## config.mk

```make
export PLATFORM = sky130hd
export DESIGN_NAME = access_control
export DESIGN_NICKNAME = d
export VERILOG_FILES = /design/src/rtl/access_control.sv
export SDC_FILE = /design/constraint.sdc
export NUM_CORES = 1
export LEC_CHECK = 0
export CAP_MARGIN = 30
export CORE_MARGIN = 2
export CORE_UTILIZATION = 55
export CTS_CLUSTER_DIAMETER = 120
export DETAILED_ROUTE_END_ITERATION = 10
export GPL_ROUTABILITY_DRIVEN = 0
export GPL_TIMING_DRIVEN = 0
export PLACE_DENSITY = 0.86
export SYNTH_ARGS = -nofsm -noshare
export SYNTH_HDL_FRONTEND = slang
export SYNTH_SLANG_ARGS = --single-unit
```

## constraint.sdc

```tcl
create_clock -name clk -period 3.6 [get_ports clk]
set_clock_uncertainty 0.15 [all_clocks]
set_input_delay 0.72 -clock clk [delete_from_list [all_inputs] [get_ports clk]]
set_output_delay 0.72 -clock clk [all_outputs]
set_load 0.02 [all_outputs]
```

## src/rtl/access_control.sv

```systemverilog
// access_control: login stage between the button decoder and the process controller.
// Collects a user ID (0..3) and a 4-digit hex password, checks it against the per-user
// password parameter and reports grant or deny. After MAX_TRIES consecutive failures,
// all input is locked out for LOCK_CYCLES clock cycles.
//
// Ports:
//   clk           system clock, rising edge
//   rst           asynchronous active-low reset
//   ButtonVector  one-cycle pulses: [0] enter, [1] clear, [2] logout
//   Entry         digit value from the toggle switches
//   LoggedIn      high while a user is logged in
//   UserId        latched user ID, valid while LoggedIn
//   Failed        one-cycle pulse per failed password check
//   Locked        high during lockout
//   DigitCount    password digits entered so far (0..4)
//   Phase         state code: IDLE=0, PWD=1, CHECK=2, GRANTED=3, LOCKED=4
module access_control #(
  parameter logic [63:0] PASSWORDS   = 64'h0000_1111_2222_3333,
  parameter int unsigned MAX_TRIES   = 3,
  parameter logic [31:0] LOCK_CYCLES = 32'd250_000_000
) (
  input  logic       clk,
  input  logic       rst,
  input  logic [2:0] ButtonVector,
  input  logic [3:0] Entry,
  output logic       LoggedIn,
  output logic [1:0] UserId,
  output logic       Failed,
  output logic       Locked,
  output logic [2:0] DigitCount,
  output logic [2:0] Phase
);

  localparam logic [2:0] S_IDLE    = 3'd0;
  localparam logic [2:0] S_PWD     = 3'd1;
  localparam logic [2:0] S_CHECK   = 3'd2;
  localparam logic [2:0] S_GRANTED = 3'd3;
  localparam logic [2:0] S_LOCKED  = 3'd4;

  logic [2:0]  r_phase,  w_phase_d;
  logic [1:0]  r_user,   w_user_d;
  logic [15:0] r_digits, w_digits_d;
  logic [2:0]  r_count,  w_count_d;
  logic [2:0]  r_fails,  w_fails_d;
  logic [31:0] r_timer,  w_timer_d;
  logic        r_failed, w_failed_d;
  logic        r_logged;
  logic        r_locked;

  // Only the highest-priority pulse acts: logout > clear > enter.
  logic w_logout, w_clear, w_enter;
  assign w_logout = ButtonVector[2];
  assign w_clear  = ButtonVector[1] & ~ButtonVector[2];
  assign w_enter  = ButtonVector[0] & ~ButtonVector[1] & ~ButtonVector[2];

  logic [15:0] w_expected;
  always_comb begin
    w_expected = PASSWORDS[63:48];
    case (r_user)
      2'd0:    w_expected = PASSWORDS[63:48];
      2'd1:    w_expected = PASSWORDS[47:32];
      2'd2:    w_expected = PASSWORDS[31:16];
      default: w_expected = PASSWORDS[15:0];
    endcase
  end

  // Saturating increment of the consecutive-failure count.
  logic [2:0] w_fails_inc;
  assign w_fails_inc = (r_fails == 3'd7) ? 3'd7 : r_fails + 3'd1;

  always_comb begin
    w_phase_d  = r_phase;
    w_user_d   = r_user;
    w_digits_d = r_digits;
    w_count_d  = r_count;
    w_fails_d  = r_fails;
    w_timer_d  = r_timer;
    w_failed_d = 1'b0;
    case (r_phase)
      S_IDLE: begin
        if (w_enter && (Entry <= 4'd3)) begin
          w_user_d   = Entry[1:0];
          w_digits_d = 16'd0;
          w_count_d  = 3'd0;
          w_phase_d  = S_PWD;
        end
      end
      S_PWD: begin
        if (w_logout) begin
          w_digits_d = 16'd0;
          w_count_d  = 3'd0;
          w_phase_d  = S_IDLE;
        end else if (w_clear) begin
          w_digits_d = 16'd0;
          w_count_d  = 3'd0;
        end else if (w_enter) begin
          w_digits_d = {r_digits[11:0], Entry};
          w_count_d  = r_count + 3'd1;
          if (r_count == 3'd3) w_phase_d = S_CHECK;
        end
      end
      S_CHECK: begin
        w_count_d = 3'd0;
        if (r_digits == w_expected) begin
          w_fails_d = 3'd0;
          w_phase_d = S_GRANTED;
        end else begin
          w_failed_d = 1'b1;
          w_fails_d  = w_fails_inc;
          if (w_fails_inc == 3'(MAX_TRIES)) begin
            // Loaded with N-1 so the exit edge (timer at 0) closes exactly N cycles.
            w_timer_d = LOCK_CYCLES - 32'd1;
            w_phase_d = S_LOCKED;
          end else begin
            w_phase_d = S_IDLE;
          end
        end
      end
      S_GRANTED: begin
        if (w_logout) w_phase_d = S_IDLE;
      end
      S_LOCKED: begin
        if (r_timer == 32'd0) begin
          w_fails_d = 3'd0;
          w_phase_d = S_IDLE;
        end else begin
          w_timer_d = r_timer - 32'd1;
        end
      end
      default: begin
        w_count_d = 3'd0;
        w_phase_d = S_IDLE;
      end
    endcase
  end

  always_ff @(posedge clk or negedge rst) begin
    if (!rst) begin
      r_phase  <= S_IDLE;
      r_user   <= 2'd0;
      r_digits <= 16'd0;
      r_count  <= 3'd0;
      r_fails  <= 3'd0;
      r_timer  <= 32'd0;
      r_failed <= 1'b0;
      r_logged <= 1'b0;
      r_locked <= 1'b0;
    end else begin
      r_phase  <= w_phase_d;
      r_user   <= w_user_d;
      r_digits <= w_digits_d;
      r_count  <= w_count_d;
      r_fails  <= w_fails_d;
      r_timer  <= w_timer_d;
      r_failed <= w_failed_d;
      r_logged <= (w_phase_d == S_GRANTED);
      r_locked <= (w_phase_d == S_LOCKED);
    end
  end

  assign Phase      = r_phase;
  assign UserId     = r_user;
  assign DigitCount = r_count;
  assign Failed     = r_failed;
  assign LoggedIn   = r_logged;
  assign Locked     = r_locked;

endmodule

```

==> key figures <==
Pwr
  • Power per cell area: 425 nW/µm²
  • Worst VDD drop: 0.235 mV
  • Pleak: about 1.7 nW
  • Pint: 0.00108 W
  • Comb power frac: 0.171
  • Net Switching: 0.000506 W
  • Clock network fraction of design power: 0.357
  • Flop pwr share: 0.472
  • Switching Fraction: 0.320

Detailed routing
  • Vias per Instance: 6.16
  • Final ANT Viol Nets: 0
  • Initial DRC count: 189
  • DRC: 0
  • First-pass DRT Iterations: 5
  • Final WL: 7000 µm
  • DR vias: 2746
  • Average wire per standard cell: 15.7 µm

Logic synthesis
  • Main synth FF type: dfrtp_1
  • Synthesized area: 3210 µm²
  • Ys async rst share: 1.00
  • Post-synth EDFFs: 0
  • Post-synthesis cell count: approximately 340
  • Synth Area in XOR/XNOR: 0.0218
  • Syn Nets: 350
  • Largest family of logic cells by synthesized area: simple AND/OR/NAND/NOR gates
  • Area contributors post-synth: dfrtp_1 (48%), nand2_1 (6.1%), o31ai_1 (4.0%)
  • Mux cell area share after synthesis: 0.0137
  • Seq/Total Area, Yosys: 0.484
  • Post-synthesis adder-cell area fraction: 0.0156
  • Synth Area in Compound Gates: 0.193
  • Avg Cell Area, Syn: 9.52 µm²
  • Synth Register Bits: 62
  • Yosys warnings: 0
  • Post-synth cell types: 54
  • Post-synth top area cell: dfrtp_1
  • Simple-Gate Fraction of Synth Area: 0.241
  • Synth top area share: 0.484

Clock network
  • TritonCTS clock tree: done
  • Worst skew pair latency: 0.36 ns
  • Total clock sinks: 62
  • Clk buf depth: 2
  • Inserted Clock Buffers: 9
  • Hold-fix buffers, CTS: 0
  • Clock transition at the registers of the reported paths: 0.07 ns
  • Post-CTS Resized: 0
  • Root buffer cell: clkbuf_8
  • Postcts setup bufs: 0
  • Number of H-tree levels: 3

Timing
  • Final Setup Violations: 0
  • Final TNS setup: 0 ns
  • Rel. slew slack: 0.533
  • Final Critical Period: 3.02 ns
  • Max Freq: 331 MHz
  • RSZ-0062 raised after global routing: false
  • Worst slew pin tran: 0.691 ns
  • Pins Over Slew Limit: 0
  • Part of the cycle the worst path needs: 0.839
  • Final Hold Fails: 0
  • Worst setup margin: 0.579 ns

Floorplan
  • Die Y: 80.4 µm
  • IO Pins: 20
  • Starting Density: 0.576
  • Core ar.: 5570 µm²
  • Die area: 6460 µm²
  • Site row count: 27
  • Die Width: 80.4 µm

Critical path
  • CP arrival: 3.09 ns
  • Crit path max fanout: 10
  • Worst R2R Path Depth: 8
  • CP endpoint kind: flip-flop
  • Startpoint Class: flip-flop
  • Critical R2R Capture: r_timer[9]$_DFFE_PN0P_
  • Setup crit start: r_timer[0]$_DFFE_PN0P_
  • Slack of the worst reg-to-reg path: 0.58 ns
  • Reg2reg start: r_timer[0]$_DFFE_PN0P_
  • Critical Path RT: 3.66 ns
  • Crit Path Category: flip-flop to flip-flop

Layout
  • Post-layout util: 0.667
  • Share of cells above drive strength 1: 0.102
  • Fill cells: 457
  • Footprint of the multi-input gates: 1560 µm²
  • Final Net Count: 382
  • # diodes: 0
  • FF+latch area: 1550 µm²
  • Syn-to-layout area delta: 15.9%
  • Fin cells: 446

Run status
  • Outcome: complete, no violations

Global route
  • Antenna violations before repair: 0
  • Largest net degree at the start of global routing: 24
  • Vias in the first global route: 2556
  • First-pass GRT wire length: around 12000 µm
  • Grt ovf: 0
  • GRT Overall Usage: 0.242

Placed design
  • Post-DP HPWL: 4900 µm
  • PortBufs: 19
  • Cell count after placement: 430
  • Pre-CTS WS: 0.602 ns

Run
  • Max-Cap Viols: 0

Hold path
  • Hold Path Class: primary input to asynchronous set/reset pin
[power groups by stage]
stage	Combinational, W	Clock (W)	Sequential, W
final	0.000270	0.000564	0.000747
after global routing	0.000303	0.000608	0.000750
after CTS	0.000270	0.000574	0.000746
after detailed placement	0.000268	0	0.000759
after global placement	0.000252	0	0.000758
after floorplan	0.000173	0	0.000762
[cells in the mapped netlist, types with 2 or more instances]
master / count
a2bb2oi_1: 2
a21oi_1: 17
or4_1: 16
buf_2: 4
a211oi_1: 2
and3_1: 4
o211ai_1: 5
a31oi_1: 5
nand4b_1: 2
or3_1: 9
nor2_1: 11
nand3_1: 15
nand2_1: 52
xor2_1: 7
ha_1: 4
nand4_1: 6
o31ai_1: 17
inv_1: 8
nor4_1: 5
clkbuf_1: 10
a31o_2: 2
o21ai_1: 4
nor3_1: 9
mux2_2: 3
a21boi_0: 3
dfrtp_1: 62
nor4b_1: 2
o21ai_0: 25
[critical path, cell delays in order (launching register included)]
cell and delay [ns]:
dfrtp_1 0.41, inv_1 0.09, ha_1 0.22, nor4b_1 0.60, nand4_1 0.44, o311ai_2 0.52
buf_4 0.24, xor2_1 0.15, nand2_1 0.06
[worst max-delay path by stage]
stage | endpoint | slack, ns | depth (start not counted)
4_1_cts | r_timer[11]$_DFFE_PN0P_ | 0.59 | 8
3_5_place_dp | r_timer[9]$_DFFE_PN0P_ | 0.60 | 8
3_3_place_gp | r_timer[31]$_DFFE_PN0P_ | -0.31 | 1
6_report | r_timer[9]$_DFFE_PN0P_ | 0.58 | 8
5_1_grt | r_timer[9]$_DFFE_PN0P_ | 0.35 | 8
2_1_floorplan | r_timer[31]$_DFFE_PN0P_ | 1.11 | 6
[kinds of logic after synthesis]
kind of cell,after synthesis
compound gates,92
xor+xnor,8
fa+ha+maj,4
buf+inv,24
flops,62
mux,4
simple gates,143
[layout make-up]
type / count / share of cell area
inverters: 8 / 0.00808
flip-flops and latches: 62 / 0.417
well taps: 72 / 0.0242
plain buffers: 16 / 0.0185
repair buffers: 21 / 0.0646
multi-input cells: 251 / 0.419
clock inverters: 7 / 0.0148
clock buffers: 9 / 0.0333
[layer usage]
layer,wire length (µm),share of wire,global-route usage,vias up
li1,-,-,-,1338
met1,3110,0.44,0.311,1322
met2,3470,0.50,0.400,71
met3,300,0.043,0.0539,15
met4,110,0.016,0.0881,0
met5,0,0,0,-
[flip-flops by register name (all words and copies together), names as in the netlist]
signal      cells
DigitCount      3
Failed          1
Locked          1
LoggedIn        1
Phase           3
UserId          2
r_digits       16
r_fails         3
r_timer        32
[cells in the final DEF (no fill, tap or decap), types with 8 or more instances in the layout]
cell / Yosys / final
a21oi_1: 17 / 17
clkbuf_1: 10 / 10
clkbuf_8: 0 / 9
clkdlybuf4s50_1: 0 / 18
dfrtp_1: 62 / 62
inv_1: 8 / 8
nand2_1: 52 / 52
nand3_1: 15 / 15
nor2_1: 11 / 11
nor3_1: 9 / 9
o21ai_0: 25 / 25
o31ai_1: 17 / 17
or3_1: 9 / 9
or4_1: 16 / 16
[stage by stage]
step | hold WS (ns) | power (W) | cell area, µm²
3_3_place_gp | 0.311 | 0.00101 | 3490
4_1_cts | 0.185 | 0.00159 | 3720
5_1_grt | 0.213 | 0.00166 | 3720
6_report | 0.182 | 0.00158 | 3720
3_5_place_dp | 0.321 | 0.00103 | 3540
2_1_floorplan | 0.274 | 0.000936 | 3210
No activity file was read; power rests on OpenSTA's default activity.
==> RTL edit 1, RTL diff (config.mk and constraints unchanged) <==
Remove the register `r_failed`: a continuous assignment takes its place, so the output `Failed` follows one clock earlier.
--- a/src/rtl/access_control.sv
+++ b/src/rtl/access_control.sv
@@ -144,3 +144,2 @@
       r_timer  <= 32'd0;
-      r_failed <= 1'b0;
       r_logged <= 1'b0;
@@ -154,3 +153,2 @@
       r_timer  <= w_timer_d;
-      r_failed <= w_failed_d;
       r_logged <= (w_phase_d == S_GRANTED);
@@ -159,2 +157,4 @@
   end
+
+  assign r_failed = w_failed_d;
 
Check against the original RTL: not equivalent (a bounded check fails within 10 cycles, from zero or initial values and one cycle with rst low).
==> RTL edit 1 against the unedited design <==
Synthesized area fell by 0.78%; maximum frequency is 11% lower; design area is 0.20% lower; global-route usage rose by 0.32 points; critical path depth fell by 4; cell count shrank 0.45%; total power up 7.6%; sequential share of layout area down 0.59 points; setup slack got worse by 0.38 ns; wire length increased by 1.0%; die area is 0.75% lower; sequential cell count is 1 lower; clock power is 23% higher; largest cell class unchanged; largest power group unchanged.
==> RTL edit 1: results (changes against the unedited design) <==
grt.total_usage_pct: 24.5  # +0.32 points
clk_share_pct: 6.07  # +1.3 points
synth_cells: 336  # -0.30%
inv_count: 8  # unchanged
dp.cells: 428  # -0.47%
arrival_ns: 2.53  # -0.56 ns
ys_seq_area_share_pct: 48.0  # -0.41 points
worstMarginPinSlew_ns: 0.708  # +0.0171 ns
synth.area.mux_share_pct: 1.38  # +0.011 points
multi_input_area_mm2: 0.00156  # +0.40%
drt_wl_total_mm: 7.07  # +1.0%
synth_cell_types: 54  # unchanged
grt_pass1_vias: 2528  # -1.1%
synth_compound_area_share_pct: 19.5  # +0.15 points
nMultiInputCombCells: 251  # unchanged
portBuffers: 19  # unchanged
num-fill-cells: 433  # -5.3%
synth_seq_cells: 61  # -1.6%
grt_pass1_wl_mm: 12.1  # +0.80%
nonClkBufAreaFrac_pct: 7.39  # -0.93 points
clock_buffers: 12  # +3
vias: 2720  # -0.95%
hold_ws_ns: 0.206  # +0.0237 ns
drtIter0Drc: 141  # -25%
status: "completed"
multi_input_area_share_pct: 42.2  # +0.25 points
placed_cell_area_mm2: 0.00348  # -1.7%
peakVddDrop_uv: 341  # +45%
ys_top_cells_by_area: "dfrtp_1 48%, nand2_1 6.1%, o31ai_1 4.0%, o21ai_0 3.9%, or4_1 3.8%"
synth_adder_area_share_pct: 1.57  # +0.012 points
dp_slack_ns: 0.480  # -0.122 ns
leakage_nw: 1.66  # about the same
power.switching_mw: 0.471  # -6.8%
yosys-top-cells-count: "61 x dfrtp_1, 52 x nand2_1, 25 x o21ai_0"
reg2reg_slack_ns: 0.56  # -0.02 ns
drive_gt1_share_pct: 9.95  # -0.21 points
synth-xor-area-share_pct: 2.20  # +0.017 points
cp_slowest_cell: "clkdlybuf4s50_1"
dpl.hpwl_mm: 4.98  # +1.6%
seq_area_mm2: 0.00153  # -1.6%
==> RTL edit 1: power by group through the flow <==
stage          logic [mW]  registers [mW]  clock network [mW]
6_report            0.267           0.737               0.696
5_1_grt             0.298           0.739               0.739
4_1_cts             0.265           0.736               0.704
3_5_place_dp        0.264           0.749                   0
3_3_place_gp        0.253           0.747                   0
2_1_floorplan       0.173           0.751                   0
==> RTL edit 1: per-layer routing <==
| metal | routed length, um | vias to the layer above | GRT usage, % |
|---|---|---|---|
| met3 | 304 | 13 | 7.08 |
| li1 | - | 1323 | - |
| met5 | 0 | - | 0 |
| met1 | 3210 | 1330 | 31.6 |
| met2 | 3440 | 54 | 39.8 |
| met4 | 111 | 0 | 7.97 |
==> RTL edit 1: how the worst max path moves through the flow <==
stage,from,endpoint,slack (ns),cells past startpoint
2_1_floorplan,Phase[2]$_DFF_PN0_,r_timer[31]$_DFFE_PN0P_,1.11,6
3_3_place_gp,rst,LoggedIn$_DFF_PN0_,-0.28,1
3_5_place_dp,r_digits[2]$_DFFE_PN0P_,Failed,0.48,4
4_1_cts,r_digits[2]$_DFFE_PN0P_,Failed,0.08,4
5_1_grt,r_digits[2]$_DFFE_PN0P_,Failed,0.09,4
6_report,r_digits[2]$_DFFE_PN0P_,Failed,0.20,4
==> RTL edit 1: repair_timing <==
item	4_1_cts	5_1_grt
setup buffers	0	0
setup endpoints to repair	0	1
gates resized for setup	0	1
==> RTL edit 1: worst register-to-register path, cell delays in order (launching register included) <==
cell,delay (ns)
dfrtp_1,0.41
inv_1,0.09
ha_1,0.22
nor4b_1,0.61
nand4_1,0.44
o311ai_2,0.49
buf_4,0.25
xor2_1,0.15
nand2_1,0.07
==> RTL edit 2, RTL diff (same settings) <==
Made on the original files. `LOCK_CYCLES`: 32'd250_000_000 -> 32'd125000000.
--- a/src/rtl/access_control.sv
+++ b/src/rtl/access_control.sv
@@ -19,3 +19,3 @@
   parameter int unsigned MAX_TRIES   = 3,
-  parameter logic [31:0] LOCK_CYCLES = 32'd250_000_000
+  parameter logic [31:0] LOCK_CYCLES = 32'd125000000
 ) (
Function: same outputs for any inputs over 10 cycles, from zero or initial values and one cycle with rst low; that may be too few to reach the edited logic, so the function may still have changed.
==> RTL edit 2 against the unedited design <==
Largest cell class is now sequential cells; largest power group unchanged; critical path type unchanged; design area shrank 2.6%; sequential share of layout area grew 1.1 points; critical endpoint is now r_timer[12]$_DFFE_PN0P_; setup slack lost 0.020 ns; core utilization shrank 1.4 points; synthesized area shrank 1.6%; wire length is essentially flat; via count shrank 2.7%; sequential cell count is the same; total power grew 6.1%.
==> RTL edit 2: results (changes against the unedited design) <==
power-per-cell-area_mw_per_mm2: 463  # +9.0%
ys_seq_area_share_pct: 49.1  # +0.79 points
nets: 382  # unchanged
wl_per_cell_um: 15.7  # about the same
post_cts_buffers: 0  # unchanged
num-fill-cells: 435  # -4.8%
synth_compound_area_share_pct: 9.24  # -10 points
vias_per_cell: 5.99  # -2.7%
grt.total_usage_pct: 23.8  # -0.36 points
grt_max_degree: 33  # +38%
synth-xor-area-share_pct: 6.66  # +4.5 points
arrival_ns: 3.10  # about the same
insertion_delay_ns: 0.34  # -0.02 ns
async_flop_share_pct: 100  # unchanged
grt_pass1_wl_mm: 11.8  # -2.0%
worstMarginPinSlew_ns: 1.02  # +0.326 ns
synth.area.mux_share_pct: 2.38  # +1.0 points
vias: 2673  # -2.7%
synth_ff_type: "dfrtp_1"
peakVddDrop_uv: 270  # +15%
dp.cells: 430  # unchanged
synth_adder_area_share_pct: 1.59  # +0.025 points
dpl.hpwl_mm: 4.83  # -1.5%
root_buffer: "clkbuf_8"
ys_warn_count: 0  # unchanged
yosys-top-cells-count: "62 x dfrtp_1, 52 x nand2_1, 30 x nor2_1"
cts_buffer_depth: 2  # unchanged
portBuffers: 19  # unchanged
clk_pin_slew_worst_paths_ns: 0.07  # about the same
top_regs: "r_timer x32, r_digits x16"
dr.pass1.iters: 5  # unchanged
leakage_nw: 1.71  # +3.0%
power_clock_mw: 0.538  # -4.6%
synth_cell_types: 49  # -9.3%
ctsHtreeMaxLevel: 3  # unchanged
seq_cell_power_mw: 0.767  # +3%
grt_pass1_vias: 2595  # +1.5%
status: "completed"
crit_fanout: 10  # unchanged
power.switching_mw: 0.544  # +7.6%
dp_slack_ns: 0.548  # -0.0538 ns
drive_gt1_share_pct: 8.56  # -1.6 points
synth_cells: 338  # +0.30%
drtIter0Drc: 239  # +26%
n_antenna_cell: 0  # unchanged
ctsResizeCount: 0  # unchanged
numCtsBuffers: 9  # unchanged
ys_top_cells_by_area: "dfrtp_1 49%, nand2_1 6.2%, nor2_1 3.6%, xnor2_1 3.3%, xor2_1 3.3%"
antenna_found_initial: 0  # unchanged
hold_path_class: "in -> async"
synth_nets: 351  # +0.29%
startpoint: "r_digits[7]$_DFFE_PN0P_"
placed_cell_area_mm2: 0.00345  # -2.4%
## RTL edit 2: routing by layer
layer,GRT usage (%),part of all wire [%]
met5,0,0
met4,10.0,1.9
met3,5.54,4.8
met2,38.5,48
met1,30.9,45
## RTL edit 2: worst max-delay path: stages, from the launching register on
cell      delay [ns]
dfrtp_1         0.40
nor4_1          0.32
nand3_1         0.12
nor3_1          0.82
or3_1           0.22
clkbuf_1        0.36
clkbuf_1        0.42
nand2_1         0.10
## RTL edit 2: path summary, 6_finish.rpt
path | cells past startpoint | slack, ns | to
worst max-delay path | 7 | 0.56 | r_timer[12]$_DFFE_PN0P_
worst min-delay path | 1 | 0.27 | r_digits[13]$_DFFE_PN0P_
worst max register to register | 7 | 0.56 | r_timer[12]$_DFFE_PN0P_
worst min register to register | 2 | 0.34 | r_fails[1]$_DFFE_PN0P_
max in group asynchronous | 2 | 2.41 | r_timer[4]$_DFFE_PN0P_
min in group clk | 2 | 0.34 | r_fails[1]$_DFFE_PN0P_
## RTL edit 2: kinds of logic (layout without fill, tap and decap cells)
group,Yosys count,count (layout)
AND/OR/NAND/NOR,173,173
multiplexers,7,7
XOR/XNOR,24,24
flip-flops,62,62
adder cells (fa/ha/maj),4,4
AO/OA/AOI/OAI,46,46
buffers and inverters,22,58
## RTL edit 2: layout make-up
type / count / area, um2 / area share (%)
Tap cell: 72 / 90.1 / 2.49
Clock inverter: 4 / 22.5 / 0.622
Sequential cell: 62 / 1550 / 42.9
Inverter: 5 / 18.8 / 0.518
Multi-Input combinational cell: 254 / 1520 / 42.1
Clock buffer: 12 / 145 / 4.01
Buffer: 17 / 63.8 / 1.76
Timing Repair Buffer: 20 / 205 / 5.67
